### src/rtl/wide_add_seq.sv
// Sequential W-bit adder/subtractor built from one N-bit adder stepped over K chunks.
// The result is published only once the last chunk has been accumulated.

module wide_add_seq_adder #(
  parameter int unsigned N = 16
) (
  input  logic [N-1:0] a_i,
  input  logic [N-1:0] b_i,
  input  logic         cin_i,
  output logic [N-1:0] sum_c,
  output logic         cout_c
);

  assign {cout_c, sum_c} = (N+1)'(a_i) + (N+1)'(b_i) + (N+1)'(cin_i);

endmodule

module wide_add_seq #(
  parameter int unsigned N = 16,
  parameter int unsigned K = 4
) (
  input  logic           clk,
  input  logic           rst,
  input  logic           start,
  input  logic           sub,
  input  logic [N*K-1:0] a,
  input  logic [N*K-1:0] b,
  output logic           busy,
  output logic           done,
  output logic [N*K-1:0] result,
  output logic           cout
);

  localparam int unsigned W  = N * K;
  localparam int unsigned CW = (K > 1) ? $clog2(K) : 1;

  typedef enum logic [1:0] {IDLE, RUN, DONE} state_t;

  state_t          state_q, state_d;
  logic [W-1:0]    a_q, a_d;
  logic [W-1:0]    b_q, b_d;
  logic            sub_q, sub_d;
  logic [CW-1:0]   cnt_q, cnt_d;
  logic            carry_q, carry_d;
  logic [W-1:0]    acc_q, acc_d;
  logic [W-1:0]    result_q, result_d;
  logic            cout_q, cout_d;
  logic            busy_q, busy_d;
  logic            done_q, done_d;

  logic [N-1:0]    a_chunk;
  logic [N-1:0]    b_chunk;
  logic [N-1:0]    add_b;
  logic [N-1:0]    add_sum;
  logic            add_cout;

  // Select the current chunk of the latched operands; subtraction is a + ~b + 1.
  always_comb begin
    a_chunk = '0;
    b_chunk = '0;
    for (int unsigned k = 0; k < K; k++) begin
      if (cnt_q == CW'(k)) begin
        a_chunk = a_q[k*N +: N];
        b_chunk = b_q[k*N +: N];
      end
    end
    add_b = b_chunk ^ {N{sub_q}};
  end

  wide_add_seq_adder #(.N(N)) u_adder (
    .a_i    (a_chunk),
    .b_i    (add_b),
    .cin_i  (carry_q),
    .sum_c  (add_sum),
    .cout_c (add_cout)
  );

  // Next-state and datapath update.
  always_comb begin
    state_d  = state_q;
    a_d      = a_q;
    b_d      = b_q;
    sub_d    = sub_q;
    cnt_d    = cnt_q;
    carry_d  = carry_q;
    acc_d    = acc_q;
    result_d = result_q;
    cout_d   = cout_q;

    case (state_q)
      IDLE: begin
        if (start) begin
          a_d     = a;
          b_d     = b;
          sub_d   = sub;
          cnt_d   = '0;
          carry_d = sub;
          state_d = RUN;
        end
      end
      RUN: begin
        for (int unsigned k = 0; k < K; k++) begin
          if (cnt_q == CW'(k)) begin
            acc_d[k*N +: N] = add_sum;
          end
        end
        carry_d = add_cout;
        cnt_d   = cnt_q + CW'(1);
        if (cnt_q == CW'(K - 1)) begin
          result_d = acc_d;
          cout_d   = add_cout;
          state_d  = DONE;
        end
      end
      DONE: begin
        state_d = IDLE;
      end
      default: begin
        state_d = IDLE;
      end
    endcase

    busy_d = (state_d != IDLE);
    done_d = (state_d == DONE);
  end

  always_ff @(posedge clk) begin
    if (rst) begin
      state_q  <= IDLE;
      a_q      <= '0;
      b_q      <= '0;
      sub_q    <= 1'b0;
      cnt_q    <= '0;
      carry_q  <= 1'b0;
      acc_q    <= '0;
      result_q <= '0;
      cout_q   <= 1'b0;
      busy_q   <= 1'b0;
      done_q   <= 1'b0;
    end else begin
      state_q  <= state_d;
      a_q      <= a_d;
      b_q      <= b_d;
      sub_q    <= sub_d;
      cnt_q    <= cnt_d;
      carry_q  <= carry_d;
      acc_q    <= acc_d;
      result_q <= result_d;
      cout_q   <= cout_d;
      busy_q   <= busy_d;
      done_q   <= done_d;
    end
  end

  assign busy   = busy_q;
  assign done   = done_q;
  assign result = result_q;
  assign cout   = cout_q;

endmodule

### config.mk
export PLATFORM = sky130hd
export DESIGN_NAME = wide_add_seq
export DESIGN_NICKNAME = d
export VERILOG_FILES = /design/src/rtl/wide_add_seq.sv
export SDC_FILE = /design/constraint.sdc
export NUM_CORES = 1
export LEC_CHECK = 0
export ABC_CLOCK_PERIOD_IN_PS = 8300
export CAP_MARGIN = 20
export CORE_ASPECT_RATIO = 0.75
export CORE_MARGIN = 1.5
export CORE_UTILIZATION = 30
export DETAILED_ROUTE_END_ITERATION = 10
export PLACE_DENSITY = 0.54
export SETUP_SLACK_MARGIN = 0.3
export SYNTH_ARGS = -nofsm -noshare
export SYNTH_HDL_FRONTEND = slang
export SYNTH_SLANG_ARGS = --single-unit
### constraint.sdc
create_clock -name clk -period 8.3 [get_ports clk]
set_input_delay 0.83 -clock clk [delete_from_list [all_inputs] [get_ports clk]]
set_output_delay 0.83 -clock clk [all_outputs]
set_load 0.05 [all_outputs]
Word level (Yosys, flattened, before mapping)
Cells that the tools add are included.
{ "classes": {"mux": 19, "n_addsub": 3, "n_bitwise": 1, "eq_ne": 6, "n_reduce_logical": 7} }
{ "op_table": {"columns": ["op", "count"], "rows": [
  ["16-bit two-way mux", 12],
  ["16-bit by 16-bit adder with 17-bit output", 1],
  ["17-bit by 1-bit adder with 17-bit output", 1],
  ["16-bit bitwise XOR", 1],
  ["2-bit case mux with 2 select lines", 2],
  ["2-bit == test, second input constant", 3],
  ["2-bit two-way mux", 3],
  ["2-bit AND reduction", 3],
  ["2-bit by 1-bit == test with 1-bit output, second input constant", 2],
  ["2-bit zero test", 2],
  ["2-bit nonzero test", 2],
  ["2-bit by 1-bit adder with 2-bit output, second input constant", 1],
  ["2-bit != test, second input constant", 1],
  ["1-bit case mux with 2 select lines", 1],
  ["1-bit two-way mux", 1]
]} }
{ "word_totals": {"in_bits": 132, "output_inout_bits": 67, "reg_bits": 265, "elab_cells": 47} }

Longest topological paths before layout
Gate-level depths: netlist (run 1).
{ "logic_depth": {"ltp_word": 9, "depth_mapped": 18, "mapped_depth_nobuf": 16} }

Hierarchy
A second synthesis (run 1) with hierarchy kept.
{ "hier_totals": {"hier_cells": 1377, "area_unflattened_um2": 11494.8} }
{ "by_module_without_submodules": {"columns": ["module", "cells_each", "area_each_um2", "n_inst", "seq_area_each_um2"], "rows": [
  ["wide_add_seq", 1286, 10767.8, 1, 4984.8],
  ["wide_add_seq_adder", 91, 726.9, 1, 0.0]
]} }

Worst setup path after synthesis (run 1)
No wires, ideal clock.
{ "synth_timing": {"path_type": "reg-to-reg", "startpoint": "register cnt_q[1]", "endpoint": "register result_q[12], in the netlist result[12]", "stages_incl_launch_ff": 19, "setup_ns": 0.070, "setup_slack_ns": 4.420, "arrival_ns": 3.810, "n_path_buf": 3, "path_cell_list": "dfxtp_1 > inv_1 > ha_1 > clkbuf_1 > clkbuf_1 > clkbuf_1 > nor2_1 > a21oi_1 > o21ai_0 > mux2i_1 > fa_1 > inv_1 > fa_1 > a21o_1 > a221o_1 > a2111oi_4 > xnor2_1 > mux2i_1 > a21oi_1"} }
{ "synth_between": {"elab_chain_len": 9, "word_cells_on_any_way": 17} }
{ "synth_rtl": {"columns": ["item", "line_no", "rtl"], "rows": [
  ["start: declaration", "43", "logic [CW-1:0] cnt_q, cnt_d;"],
  ["start signal: assignment", "145", "cnt_q <= cnt_d;"],
  ["2-bit zero test", "62, 103", null],
  ["16-bit two-way mux (4 in a row)", "62", "if (cnt_q == CW'(k)) begin"],
  ["16-bit bitwise XOR", "67", "add_b = b_chunk ^ {N{sub_q}};"],
  ["16-bit by 16-bit adder with 17-bit output", "14", "assign {cout_c, sum_c} = (N+1)'(a_i) + (N+1)'(b_i) + (N+1)'(cin_i);"],
  ["17-bit by 1-bit adder with 17-bit output", "14", null],
  ["16-bit two-way mux", "103", "if (cnt_q == CW'(k)) begin"],
  ["end signal: assignment", "148", "result_q <= result_d;"],
  ["end: declaration", "46", "logic [W-1:0] result_q, result_d;"]
]} }
Several ways; a longest one is shown, not always the timed one.
A chain may end at the register's enable or synchronous reset.

Worst setup path in the final report (run 1)
{ "layout_timing": {"startpoint": "register cnt_q[0]", "endpoint": "register result_q[62], in the netlist result[62]"} }
{ "layout_between": {"elab_chain_len": 9, "word_cells_on_any_way": 17} }
{ "layout_rtl": {"columns": ["item", "line_no"], "rows": [
  ["2-bit zero test", "62"],
  ["16-bit two-way mux (4 in a row)", "62"],
  ["16-bit bitwise XOR", "67"],
  ["16-bit by 16-bit adder with 17-bit output", "14"],
  ["17-bit by 1-bit adder with 17-bit output", "14"],
  ["16-bit two-way mux", "103"]
]} }
Several ways; a longest one is shown, not always the timed one.

==> results.ini, run 1 <==
[global_routing]
grt-ovfl-total = 0
antenna_found_initial = 1
grt_pass1_vias = 9917
grt_max_degree = 113
grt_pass1_wl_mm = 57.7
track_usage_pct = 19.3

[finish]
design_area_um2 = 14400
drive_above_1_share_pct = 4.45
fillCellCount = 3847
fin_nets = 1751
syn_to_final_growth_pct = 28.6
n_antenna_cell = 0
post-route-util_pct = 39.0

[sta]
maxSlewViolCount = 0
tns_ns = 0
setup_viol = 0
fin_hold_ws_ns = 0.449
slew_headroom_pct = 19.5
skew_ns = 0.0138
worst_slew_pin_slew_ns = 1.20
final.min_clock_period_ns = 4.59
min_period_over_period_pct = 55.3
finalHoldViolations = 0
grt_setup_unrepaired = no
max_freq_ghz = 0.218
fin_ws_ns = 3.71

[synthesis]
syn_area_per_cell_um2 = 7.55
yosysUniqueCellTypes = 56
syn-num-nets = 1637
synth-simple-area-share_pct = 20.8
synthArstFlopShare_pct = 0
synth.most_common_cell = nand2_1
syn_area_um2 = 11200
muxShareOfSynthArea_pct = 3.50
synth_compound_area_share_pct = 22.2
synth_common_cells = nand2_1 (424), a21oi_1 (256), dfxtp_1 (249)
synth_edf_count = 0
yosysWarnings = 0
ys.flop_type = dfxtp_1
synth_fa_ha_area_share_pct = 2.48
synth_xor_area_share_pct = 2.03
ys_seq_area_share_pct = 44.5
synth-seq-cells = 249
synth_area_leaders = dfxtp_1 (45%), nand2_1 (14%), a21oi_1 (11%)
netlist_instances = 1484
yosys.area.top_type_share_pct = 44.5
yosys.area.top_type = dfxtp_1
synth_top_family_by_area = compound AO/OA/AOI/OAI gates

[setup_path]
rr_startpoint = cnt_q[0]
end_kind = flip-flop
worst_r2r_endpoint = result[62]
arrival_ns = 4.97
r2r_setup_slack_ns = 3.71
max_stage_delay_ns = 0.60
cp-start-kind = flip-flop
critPathKind = flip-flop to flip-flop
startpoint = cnt_q[0]
crit_path_top_delay_cell = buf_4
worstPathRequired_ns = 8.67
path_cells = inv_1 > ha_2 > buf_4 > o21ai_0 > mux2i_1 > fa_1 > inv_1 > fa_1 > a21o_1 > a221o_1 > a211oi_1 > o21ai_1 > nand2_1 > a21oi_1
worstRegToRegCells = 14
cp_max_fo = 54
cp-endpoint = result[62]

[clock_tree]
postCtsSetupBuffers = 0
postCtsResizedCells = 0
cts_sinks = 249
ctsHoldBuffers = 0
cts.path.max_buffers = 3
cts_tree = done
numCtsBuffers = 27
htreeDepth = 1
cts_root_buf = clkbuf_16
clock_latency_ns = 0.54
clkTransAtPathRegs_ns = 0.06

[pwr]
p_seq_share_pct = 43.1
clkPwrFrac_pct = 42.3
swShare_pct = 27.3
pwr-share-comb_pct = 14.6
power.density_nw_per_um2 = 205
p_int_uw = 2140
max-vdd-ir-drop_v = 0.000136
p_switching_uw = 806
power_leakage_uw = 0.00509

[route]
drt_first_pass_iters = 7
route.detailed.drc = 0
ant_nets = 0
vias_per_cell = 5.00
wirelength_mm = 37.7
drt_iter0_drc = 916
routedWlPerCell_um = 17.8
via_count = 10618

[min_path]
hold_path_class = flip-flop to flip-flop
min-delay-start = result[0]

[placed_design]
port_buffers = 198
dpl.hpwl_mm = 26.1
dpl-instance-area_um2 = 13400
routabilityCongestion = 0.866
dp_slack_ns = 3.70

[floorplanning]
core.rowCount = 61
start_util_pct = 30.3
io_pins = 199
fp.dieH_um = 170
die_area_um2 = 38500
coreArea_um2 = 36900
die_x_um = 226

[status]
status = finished clean

[run]
cap_violations = 0

cell families after synthesis:
kind of cell	count (synthesis)
flip-flops	249
buffers and inverters	133
XOR/XNOR	26
AO/OA/AOI/OAI	439
AND/OR/NAND/NOR	577
multiplexers	39
adder cells (fa/ha/maj)	21
cell usage in the layout, fill, tap and decap left out, types with 25 or more instances in the layout:
| cell type | n |
|---|---|
| clkdlybuf4s50_1 | 197 |
| dfxtp_1 | 249 |
| xnor2_1 | 25 |
| mux2i_1 | 38 |
| a21oi_1 | 256 |
| nand2_1 | 423 |
| a211oi_1 | 28 |
| nor2_1 | 89 |
| clkbuf_16 | 27 |
| o21ai_0 | 71 |
worst max-delay path, delay by kind of cell (launching register included):
| family | cells | cell delay, ns |
|---|---|---|
| flops | 1 | 0.35 |
| compound gates | 6 | 1.57 |
| buf+inv | 3 | 0.80 |
| fa+ha+maj | 3 | 1.16 |
| mux | 1 | 0.22 |
| simple gates | 1 | 0.27 |
worst min path at each step:
stage / endpoint / slack (ns) / cells after the start
floorplan: acc_q[23] / 0.43 / 2
detailed placement: acc_q[23] / 0.44 / 2
global route: a_q[29] / 0.47 / 2
global placement: acc_q[23] / 0.44 / 2
CTS: acc_q[23] / 0.45 / 2
finish: result[0] / 0.45 / 2
power groups by stage:
stage                     Sequential, uW  Clock [uW]  Combinational, uW
after floorplan                     1290           0                262
after global placement              1300           0                422
after detailed placement            1300           0                427
after CTS                           1270        1270                429
after global routing                1280        1330                472
final                               1270        1250                429
cell type report:
| cell class | count | area (um^2) | share of cell area (%) |
|---|---|---|---|
| Tap cell | 504 | 631 | 4.38 |
| Clock buffer | 34 | 752 | 5.22 |
| Inverter | 9 | 33.8 | 0.235 |
| Multi-Input combinational cell | 1102 | 5740 | 39.9 |
| Sequential cell | 249 | 4980 | 34.6 |
| Clock inverter | 15 | 168 | 1.16 |
| Timing Repair Buffer | 209 | 2090 | 14.5 |
stage by stage:
step                      power [uW]  cells
after floorplan                 1550   1484
after global placement          1720   2072
after detailed placement        1720   2072
after CTS                       2970   2121
after global routing            3080   2122
final                           2950   2122
metal layers:
metal / vias to the layer above / part of all wire [%] / track usage (%) / wire, um
met5: - / 0.032 / 0 / 12
met4: 2 / 2.0 / 4.06 / 764
met3: 53 / 6.9 / 3.64 / 2600
met2: 320 / 41 / 28.5 / 15500
met1: 4984 / 50 / 28.9 / 18800
li1: 5259 / - / - / -
registers in the layout, summed over array words and instances, names as in the netlist:
| register | count |
|---|---|
| a_q | 64 |
| cnt_q | 2 |
| sub_q | 1 |
| busy | 1 |
| state_q | 2 |
| b_q | 64 |
| carry_q | 1 |
| acc_q | 48 |
| cout | 1 |
| done | 1 |
| result | 64 |
No activity file was read; power rests on OpenSTA's default activity.
==> run 2: changes to the inputs <==
--- a/config.mk
+++ b/config.mk
@@ -5,13 +5,13 @@
 export SDC_FILE = /design/constraint.sdc
 export NUM_CORES = 1
 export LEC_CHECK = 0
-export ABC_CLOCK_PERIOD_IN_PS = 8300
+export ABC_CLOCK_PERIOD_IN_PS = 4100
 export CAP_MARGIN = 20
 export CORE_ASPECT_RATIO = 0.75
 export CORE_MARGIN = 1.5
 export CORE_UTILIZATION = 30
 export DETAILED_ROUTE_END_ITERATION = 10
-export PLACE_DENSITY = 0.54
+export PLACE_DENSITY = 0.56
 export SETUP_SLACK_MARGIN = 0.3
 export SYNTH_ARGS = -nofsm -noshare
 export SYNTH_HDL_FRONTEND = slang
==> constraint.sdc (replaced) <==
create_clock -name clk -period 4.1 [get_ports clk]
set_input_delay 0.41 -clock clk [delete_from_list [all_inputs] [get_ports clk]]
set_output_delay 0.41 -clock clk [all_outputs]
set_load 0.05 [all_outputs]
==> run 2 against run 1 <==
  * Global-route usage is essentially flat
  * Final cell count grew 0.80%
  * Final area grew 2.1%
  * Largest cell class unchanged
  * Worst hold slack lost 0.11 ns
  * Core utilization grew 0.82 points
  * Via count grew 0.28%
  * Maximum frequency grew 27%
  * Clock skew shrank 0.0018 ns
  * Sequential power grew 100%
==> results.ini, run 2 (synthesis gave the netlist of run 1 again) <==
[floorplanning]
die_x_um = 226  ; unchanged
coreArea_um2 = 36900  ; unchanged
start_util_pct = 30.3  ; unchanged
die_area_um2 = 38500  ; unchanged
core.rowCount = 61  ; unchanged
fp.dieH_um = 170  ; unchanged
io_pins = 199  ; unchanged

[sta]
min_period_over_period_pct = 88.4  ; +33 points
setup_viol = 0  ; unchanged
fin_hold_ws_ns = 0.343  ; -0.106 ns
worst_slew_pin_slew_ns = 0.950  ; -0.249 ns
maxSlewViolCount = 0  ; unchanged
final.min_clock_period_ns = 3.63  ; -0.968 ns
finalHoldViolations = 0  ; unchanged
skew_ns = 0.0120  ; -0.00179 ns
slew_headroom_pct = 36.7  ; +17 points
max_freq_ghz = 0.276  ; +27%
grt_setup_unrepaired = yes
tns_ns = 0  ; unchanged

[finish]
final_common_cell = nand2_1
final_cell_mix = nand2_1 (423), a21oi_1 (250), dfxtp_1 (247)
syn_to_final_growth_pct = 31.3
drive_above_1_share_pct = 6.80  ; +2.4 points
final_cell_count_no_fill = 2139  ; +0.80%
fin_nets = 1765  ; +0.80%
fillCellCount = 3823  ; -0.62%
design_area_um2 = 14700  ; +2.1%

[run]
cap_violations = 0  ; unchanged

[setup_path]
end_kind = flip-flop
worstPathRequired_ns = 4.57  ; -4.10 ns
cp_max_fo = 30  ; -44%
max_stage_delay_ns = 0.46  ; -0.14 ns
r2r_setup_slack_ns = 0.47  ; -3.23 ns
cpLargestDelayFamily = compound AO/OA/AOI/OAI gates
path_cells = inv_2 > ha_4 > buf_8 > nor2_1 > a21oi_2 > o21ai_1 > mux2i_1 > xnor2_1 > ha_1 > and3_1 > a221o_2 > a2111oi_2 > a311o_2 > mux2i_1 > a21oi_1
arrival_ns = 4.10  ; -0.87 ns
cp-start-kind = flip-flop
critPathMostFrequentCell = mux2i_1
critPathKind = flip-flop to flip-flop
crit_path_top_delay_cell = a221o_2
critPathBufInv = 2  ; -1

[pwr]
max-vdd-ir-drop_v = 0.000263  ; +94%
finalPower_uw = 6110  ; +110%
power.density_nw_per_um2 = 416  ; +100%
power_leakage_uw = 0.00523  ; +2.9%

[placed_design]
routabilityCongestion = 0.896  ; +3.5%
dpl.hpwl_mm = 27.0  ; +3.2%
dpl-instance-area_um2 = 13600  ; +0.87%
dp_cells = 2086  ; +0.68%
port_buffers = 198  ; unchanged

[route]
drt_first_pass_iters = 5  ; -2
vias_per_cell = 4.98  ; -0.51%
drt_iter0_drc = 971  ; +6.0%
wirelength_mm = 38.3  ; +1.6%
via_count = 10648  ; +0.28%
routedWlPerCell_um = 17.9  ; +0.83%
route.detailed.drc = 0  ; unchanged
ant_nets = 0  ; unchanged

[clock_tree]
cts_root_buf = clkbuf_16
cts.path.max_buffers = 3  ; unchanged
clock_latency_ns = 0.54  ; about the same
cts_sinks = 249  ; unchanged
numCtsBuffers = 27  ; unchanged
cts_tree = done
htreeDepth = 1  ; unchanged
clkTransAtPathRegs_ns = 0.06  ; about the same
ctsHoldBuffers = 0  ; unchanged

[global_routing]
grt_max_degree = 75  ; -34%
antenna_found_initial = 3  ; +2
track_usage_pct = 19.3  ; about the same
grt_pass1_wl_mm = 57.9  ; +0.38%
grt-ovfl-total = 0  ; unchanged
grt_pass1_vias = 9901  ; -0.16%

[status]
status = finished clean

[min_path]
hold_path_class = input port to flip-flop

## run 2: changes by cell type in the layout (fill, tap and decap cells not counted), moves of 3 or more
cell / previous run / this run
diode_2: 0 / 3
buf_4: 10 / 18
buf_6: 1 / 5
xnor2_1: 25 / 22
a21oi_1: 256 / 250
xnor2_2: 0 / 3
a21oi_2: 0 / 6
o21ai_0: 71 / 67
## run 2: worst paths after layout
kind | end | cells after the start | from
min reg2reg | acc_q[7] | 2 | acc_q[7]
min | a_q[31] | 2 | rst
max reg2reg | result[8] | 15 | cnt_q[1]
max | result[8] | 15 | cnt_q[1]
## run 2: per-layer routing
metal / GRT usage, % / share of wire [%] / vias up
met3: 4.23 / 7.5 / 49
met1: 28.6 / 49 / 5014
met2: 28.4 / 41 / 295
li1: - / - / 5288
met4: 4.17 / 2.0 / 2
met5: 0 / 0.029 / -
## run 2: area by class of cell
| class | count | area [um^2] | area share, % |
|---|---|---|---|
| multi-input cells | 1102 | 5870 | 40.0 |
| flip-flops and latches | 249 | 4990 | 33.9 |
| repair buffers | 223 | 2210 | 15.1 |
| clock buffers | 32 | 724 | 4.93 |
| well taps | 504 | 631 | 4.29 |
| clock inverters | 17 | 224 | 1.52 |
| inverters | 9 | 33.8 | 0.230 |
| diodes | 3 | 7.51 | 0.0511 |
## run 2: metrics by stage
| step | util (%) | worst slack [ns] |
|---|---|---|
| 6_report | 39.8 | 0.474 |
| 2_1_floorplan | - | 0.348 |
| 3_5_place_dp | 36.7 | 0.144 |
| 4_1_cts | 39.3 | 0.314 |
| 3_3_place_gp | 36.7 | 0.232 |
| 5_1_grt | 39.8 | 0.250 |
## run 2: report_power, final
| part | internal [uW] | switching (uW) | leakage, uW |
|---|---|---|---|
| clock | 1580 | 1030 | 0.000471 |
| combinational | 361 | 562 | 0.00273 |
| sequential | 2520 | 58.5 | 0.00203 |
| total | 4450 | 1650 | 0.00523 |
## run 2: worst register-to-register path: stages (launching register included)
cell and delay, ns:
dfxtp_4 0.36, inv_2 0.10, ha_4 0.19, buf_8 0.22, nor2_1 0.09, a21oi_2 0.19, o21ai_1 0.11, mux2i_1 0.21
xnor2_1 0.16, ha_1 0.32, and3_1 0.24, a221o_2 0.46, a2111oi_2 0.39, a311o_2 0.26, mux2i_1 0.11, a21oi_1 0.14
## run 2: repair_timing
| item | 4_1_cts | 5_1_grt |
|---|---|---|
| hold endpoints to repair | 0 | 0 |
| endpoints found under the setup margin | 27 | 84 |
| resized for setup | 3 | 41 |
| setup buffers | 0 | 1 |
| pin swaps | 1 | 4 |
